<file path="src/rtl/stream_mux_nx1_pkg.sv">
// Shared definitions for the N:1 stream multiplexer: lock states, mode codes, clog2.
// Latency: none (types and constants only).
// Backpressure: not applicable.
package stream_mux_nx1_pkg;

    // Packet lock FSM states
    typedef enum logic {
        LK_IDLE   = 1'b0,
        LK_LOCKED = 1'b1
    } lock_state_e;

    // Selection mode codes carried on the mode input
    localparam logic MODE_FIXED = 1'b0;
    localparam logic MODE_RR    = 1'b1;

    // Ceiling log2, minimum result 1 so a 2-input mux still gets a 1-bit index
    function automatic int clog2(input int n);
        int r;
        r = 1;
        for (int i = 1; i < 31; i++) begin
            if ((1 << i) < n) begin
                r = i + 1;
            end
        end
        return r;
    endfunction

endpackage

</file>
<file path="src/rtl/stream_mux_nx1_rr_arbiter.sv">
// Combinational channel picker: forced index or round-robin search upward from ptr with wrap.
// Latency: 0 cycles (pure combinational).
// Backpressure: none here; the caller qualifies the grant with its own load condition.
module stream_mux_nx1_rr_arbiter
    import stream_mux_nx1_pkg::*;
#(
    parameter int N    = 4,
    parameter int SELW = clog2(N)
) (
    input  logic [N-1:0]    req_i,
    input  logic [SELW-1:0] ptr_i,
    input  logic            force_en_i,
    input  logic [SELW-1:0] force_idx_i,
    output logic [N-1:0]    gnt_o,
    output logic [SELW-1:0] gnt_idx_o
);

    logic            found;
    logic [SELW:0]   cand;

    // Forced pick grants only the named channel (and only if it requests); otherwise
    // the first requester at or after ptr wins. Wrap is an explicit compare against N
    // so non-power-of-two channel counts never land on a phantom index.
    always_comb begin
        gnt_o     = '0;
        gnt_idx_o = '0;
        found     = 1'b0;
        cand      = '0;
        if (force_en_i) begin
            for (int i = 0; i < N; i++) begin
                if (force_idx_i == SELW'(i) && req_i[i]) begin
                    gnt_o[i]  = 1'b1;
                    gnt_idx_o = SELW'(i);
                end
            end
        end else begin
            for (int k = 0; k < N; k++) begin
                cand = {1'b0, ptr_i} + (SELW+1)'(k);
                if (cand >= (SELW+1)'(N)) begin
                    cand = cand - (SELW+1)'(N);
                end
                if (!found && req_i[cand[SELW-1:0]]) begin
                    found                   = 1'b1;
                    gnt_o[cand[SELW-1:0]]   = 1'b1;
                    gnt_idx_o               = cand[SELW-1:0];
                end
            end
        end
    end

endmodule

</file>
<file path="src/rtl/stream_mux_nx1.sv">
// N-input W-bit valid/ready stream mux, fixed or round-robin select; optional packet lock (STREAM_MUX_LOCK_EN).
// Latency: 1 cycle from input transfer to out_valid; 1 beat/cycle while out_ready is high.
// Backpressure: in_ready = grant && (!out_valid || out_ready); output held stable while stalled.
module stream_mux_nx1
    import stream_mux_nx1_pkg::*;
#(
    parameter int W    = 16,
    parameter int N    = 4,
    parameter int SELW = clog2(N)
) (
    input  logic            clk,
    input  logic            rst,
    input  logic            mode,
    input  logic [SELW-1:0] sel,
    input  logic [N-1:0]    in_valid,
    output logic [N-1:0]    in_ready,
    input  logic [N*W-1:0]  in_data,
    input  logic [N-1:0]    in_last,
    output logic            out_valid,
    input  logic            out_ready,
    output logic [W-1:0]    out_data,
    output logic            out_last,
    output logic [SELW-1:0] out_ch
);

    logic            out_valid_q, out_valid_d;
    logic [W-1:0]    out_data_q,  out_data_d;
    logic            out_last_q,  out_last_d;
    logic [SELW-1:0] out_ch_q,    out_ch_d;
    logic [SELW-1:0] ptr_q,       ptr_d;

    logic            load_ok;
    logic            locked;
    logic [SELW-1:0] lock_ch;
    logic            force_en;
    logic [SELW-1:0] force_idx;
    logic [N-1:0]    gnt;
    logic [SELW-1:0] gnt_idx;
    logic            xfer;
    logic            ptr_adv;
    logic [W-1:0]    sel_data;
    logic            sel_last;

    assign load_ok = !out_valid_q || out_ready;

    // A held lock overrides both fixed select and round-robin
    assign force_en  = locked || (mode == MODE_FIXED);
    assign force_idx = locked ? lock_ch : sel;

    stream_mux_nx1_rr_arbiter #(
        .N    (N),
        .SELW (SELW)
    ) u_arb (
        .req_i       (in_valid),
        .ptr_i       (ptr_q),
        .force_en_i  (force_en),
        .force_idx_i (force_idx),
        .gnt_o       (gnt),
        .gnt_idx_o   (gnt_idx)
    );

    assign in_ready = gnt & {N{load_ok && !rst}};
    assign xfer     = |(in_valid & in_ready);

    // One-hot AND-OR select so only the granted channel's data reaches the register
    always_comb begin
        sel_data = '0;
        sel_last = 1'b0;
        for (int i = 0; i < N; i++) begin
            if (gnt[i]) begin
                sel_data = in_data[i*W +: W];
                sel_last = in_last[i];
            end
        end
    end

`ifdef STREAM_MUX_LOCK_EN
    lock_state_e     lock_q;
    logic [SELW-1:0] lock_ch_q;

    // Packet lock: a non-last beat pins the grant to its channel until the last beat moves
    always_ff @(posedge clk) begin
        if (rst) begin
            lock_q    <= LK_IDLE;
            lock_ch_q <= '0;
        end else begin
            case (lock_q)
                LK_IDLE: begin
                    if (xfer && !sel_last) begin
                        lock_q    <= LK_LOCKED;
                        lock_ch_q <= gnt_idx;
                    end
                end
                LK_LOCKED: begin
                    if (xfer && sel_last) begin
                        lock_q <= LK_IDLE;
                    end
                end
                default: lock_q <= LK_IDLE;
            endcase
        end
    end

    assign locked  = (lock_q == LK_LOCKED);
    assign lock_ch = lock_ch_q;
    // Fairness is per packet: only the closing beat moves the pointer
    assign ptr_adv = xfer && sel_last;
`else
    assign locked  = 1'b0;
    assign lock_ch = '0;
    assign ptr_adv = xfer;
`endif

    // Next state for the output stage and the round-robin pointer
    always_comb begin
        out_valid_d = out_valid_q;
        out_data_d  = out_data_q;
        out_last_d  = out_last_q;
        out_ch_d    = out_ch_q;
        ptr_d       = ptr_q;
        if (xfer) begin
            out_valid_d = 1'b1;
            out_data_d  = sel_data;
            out_last_d  = sel_last;
            out_ch_d    = gnt_idx;
        end else if (out_ready) begin
            out_valid_d = 1'b0;
        end
        if (ptr_adv && mode == MODE_RR) begin
            ptr_d = (gnt_idx == SELW'(N-1)) ? '0 : gnt_idx + SELW'(1);
        end
    end

    // Output register and pointer; reset drops any in-flight beat
    always_ff @(posedge clk) begin
        if (rst) begin
            out_valid_q <= 1'b0;
            out_data_q  <= '0;
            out_last_q  <= 1'b0;
            out_ch_q    <= '0;
            ptr_q       <= '0;
        end else begin
            out_valid_q <= out_valid_d;
            out_data_q  <= out_data_d;
            out_last_q  <= out_last_d;
            out_ch_q    <= out_ch_d;
            ptr_q       <= ptr_d;
        end
    end

    assign out_valid = out_valid_q;
    assign out_data  = out_data_q;
    assign out_last  = out_last_q;
    assign out_ch    = out_ch_q;

endmodule
</file>
<file path="config.mk">
export PLATFORM = sky130hd
export DESIGN_NAME = stream_mux_nx1
export DESIGN_NICKNAME = d
export VERILOG_FILES = /design/src/rtl/stream_mux_nx1_pkg.sv /design/src/rtl/stream_mux_nx1_rr_arbiter.sv /design/src/rtl/stream_mux_nx1.sv
export SDC_FILE = /design/constraint.sdc
export NUM_CORES = 1
export LEC_CHECK = 0
export BUFFER_PORTS_ARGS = -buffer_cell sky130_fd_sc_hd__buf_2
export CORE_ASPECT_RATIO = 0.5
export CORE_MARGIN = 5
export CORE_UTILIZATION = 50
export DETAILED_ROUTE_END_ITERATION = 8
export PLACE_DENSITY = 0.86
export SLEW_MARGIN = 30
export SYNTH_ARGS = -nofsm -noshare
export SYNTH_HDL_FRONTEND = slang
export SYNTH_SLANG_ARGS = --single-unit
export TNS_END_PERCENT = 30
</file>
<file path="constraint.sdc">
create_clock -name clk -period 8.53 [get_ports clk]
set_input_delay 1.706 -clock clk [delete_from_list [all_inputs] [get_ports clk]]
set_output_delay 1.706 -clock clk [all_outputs]
set_load 0.05 [all_outputs]
</file>
==> results.txt <==
----------------------------------------------------
[Run status]
  Run status ... complete, no violations

[Drt]
  Detail-routed via count per cell ... 6.09
  Routed wire length ... 6380 um
  Vias after detailed routing ... 2241
  Number of DRC markers in iteration 0 ... 154
  First-pass DRT Iterations ... 4
  DRC violation count after routing ... 0
  Final routed wire length divided by cell count ... 17.3 um
  Remaining antenna violation count after routing ... 0

[Yosys]
  Number of cells produced by synthesis ... 226
  Post-synthesis average cell area ... 9.24 um2
  Number of unique standard cell types used by synthesis ... 52
  Synthesized netlist net count ... 310
  Number of enable-type register cells in the synthesized netlist ... 0
  Synthesis-stage register bit count ... 22
  FFs w/ async S/R, synth ... 0%
  Number of warning messages in the yosys log ... 0
  Cell area after technology mapping ... 2090 um2
  Primary FF master, synth ... dfxtp_1
  Portion of the post-synthesis area used by sequential elements ... 21.1%

[Power and ir drop]
  Net switching fraction of the power ... 46.1%
  Seq pwr share ... 29.6%
  Clock network fraction of total power ... 16.7%
  Switching power of the nets ... 207 uW
  Internal Power ... 243 uW
  Comb power frac ... 53.6%
  Pwr per Cell Area ... 173 nW/um2
  Reported leakage power ... 1.08 nW
  Maximum ir drop on the vdd rail ... 0.000110 V

[Finish]
  Count of inserted antenna diode cells ... 0
  Number of nets at the end of the flow ... 399
  Most frequent cells in the layout ... buf_2, nand2b_1, dfxtp_1
  Most common library cell in the layout ignoring fill and taps ... buf_2
  Area growth from synthesis to final layout ... 24.7%
  Utilization after layout ... 65.7%
  Fraction of final layout cells with drive strength greater than 1 ... 43.6%
  Post-route cell area ... 2600 um2

[GRT]
  Total grt overflow ... 0
  Pin count of the biggest net entering global routing ... 25
  Via count of the first global-routing pass ... 2272
  Total GRT Usage ... 22.6%
  First-pass GRT wire length ... 10600 um
  Number of antenna violations at the first check in global routing ... 0

[Clock network]
  Worst skew pair latency ... 0.26 ns
  TritonCTS clock tree ... done
  Number of buffers inserted by hold repair at cts ... 0
  Number of post-CTS setup repair buffers ... 0
  Clock-pin slew reported for the worst setup and hold paths after clock tree synthesis ... 0.08 ns
  Deepest level of the CTS H-tree ... 1
  CTS Sinks ... 22
  TritonCTS buffer count ... 3
  Clock Tree Root ... clkbuf_8
  Count of instances resized after the clock tree is built ... 0
  Clock buffer depth ... 2

[Timing]
  Transition time at the pin with the least slew margin ... 0.816 ns
  Setup total negative slack ... 0 ns
  Period minus WS final ... 5.90 ns
  Fin. max-slew vios ... 0
  Clock skew ... 0.00142 ns
  Final Hold Vio Count ... 0
  Maximum clock rate ... 169 MHz
  Share of the clock period used by the worst path ... 69.2%
  Unrepaired setup endpoints after global routing ... false
  # setup viols final ... 0
  Max-slew headroom at the worst pin ... 45.6%

[Place]
  Buffers added on ports ... 101
  Post-detailed-placement half-perimeter wirelength ... 4810 um
  Placement-stage cell area ... 2550 um2
  Global placement routability congestion ... 0.920

[Floorplanning]
  Total Die Area ... 5650 um2
  Boundary pin count ... 102
  Area of the core ... 3960 um2
  Starting utilization of the core area ... 52.7%
  Die Y-Extent ... 55.7 um
  Placement Rows ... 16
  Die Wd ... 101 um

[Setup path]
  Critical Path RT ... 6.82 ns
  Gate family responsible for the most delay along the worst path ... simple AND/OR/NAND/NOR gates
  Sort of element at the start of the critical path ... input pin
  Worst path buffer plus inverter count ... 2
  Worst-path maximum fanout ... 19
  Critical path type ... input pin to primary output
  Slowest library cell on the worst path ... a31oi_4
  Peak per-stage delay on the critical path ... 0.60 ns
  FF-to-FF setup slack ... 4.26 ns
  Worst-path cell chain ... buf_2 > or2b_1 > mux4_2 > or3b_4 > a31oi_4 > and2_1 > buf_2
  Crit-path most repeated cell ... buf_2
  Arrival time of data at the critical path endpoint ... 4.20 ns
  Worst Setup End Kind ... primary output

[Worst hold path]
  Hold Path Class ... flip-flop to flip-flop

[Run]
  Max-cap violations ... 0

----------------------------------------------------
stage by stage:
| step | hold WS (ns) | setup WS (ns) | power (mW) | cells |
|---|---|---|---|---|
| after floorplan | 0.540 | 2.86 | 0.320 | 226 |
| after global placement | 0.466 | 2.69 | 0.372 | 364 |
| after detailed placement | 0.478 | 2.64 | 0.375 | 364 |
| after CTS | 0.499 | 2.63 | 0.450 | 368 |
| after global routing | 0.515 | 2.51 | 0.474 | 368 |
| final | 0.497 | 2.63 | 0.450 | 368 |
layout make-up:
type	count	area, um2
Multi-Input combinational cell	177	1490
Inverter	7	26.3
Fill cell	336	1360
Clock buffer	4	55.1
Timing Repair Buffer	104	528
Tap cell	54	67.6
Sequential cell	22	440
metal layers:
metal / up-vias / GRT usage (%) / share of wire [%]
met2: 78 / 38.7 / 51
met5: - / 0 / 0
met1: 1073 / 28.5 / 42
met3: 7 / 4.63 / 5.8
met4: 0 / 6.82 / 1.1
li1: 1083 / - / -
worst paths after layout:
kind	startpoint	endpoint	cells after the start
min	out_data[9]	out_data[9]	2
max	in_valid[3]	in_ready[1]	7
min reg2reg	out_data[9]	out_data[9]	2
max reg2reg	ptr_q[0]	out_ch[1]	10
cell families (layout without fill, tap and decap cells):
kind of cell,after synthesis,after routing,synth area share [%]
AOI/OAI and AO/OA,90,90,38.9
and+or+nand+nor,73,73,23.0
buffers and inverters,27,115,7.73
DFF,22,22,21.1
muxes,7,7,5.27
adders and majority gates,6,6,3.59
xor gates and xnor gates,1,1,0.419
state kept, by name, summed over array words and instances (netlist names):
signal / flops
out_ch: 2
out_data: 16
out_last: 1
out_valid: 1
ptr_q: 2
worst min-delay path: cells and delay by family (launching register included):
family | cells | cell delay (ns)
compound gates | 1 | 0.07
flops | 1 | 0.32
simple gates | 1 | 0.07
cells in the mapped netlist, drive strengths merged, types with 5 or more instances:
master / instances / share of area (%)
dfxtp: 22 / 21
nand2b: 22 / 6.6
a221oi: 20 / 12
o211ai: 18 / 6.5
o32ai: 18 / 8.3
or3: 18 / 5.6
buf: 13 / 5.2
nor2: 8 / 1.9
a21oi: 7 / 1.7
clkbuf: 7 / 1.3
inv: 7 / 1.3
o21ai: 7 / 1.7
ha: 6 / 3.6
nand2: 5 / 1.3
nor2b: 5 / 1.9
power groups by stage:
| stage | Sequential (mW) | Clock [mW] | Combinational (mW) |
|---|---|---|---|
| after floorplan | 0.190 | 0 | 0.130 |
| after global placement | 0.135 | 0 | 0.237 |
| after detailed placement | 0.135 | 0 | 0.240 |
| after CTS | 0.133 | 0.0753 | 0.241 |
| after global routing | 0.135 | 0.0802 | 0.259 |
| final | 0.134 | 0.0753 | 0.242 |
(Power assumes the default switching activity.)
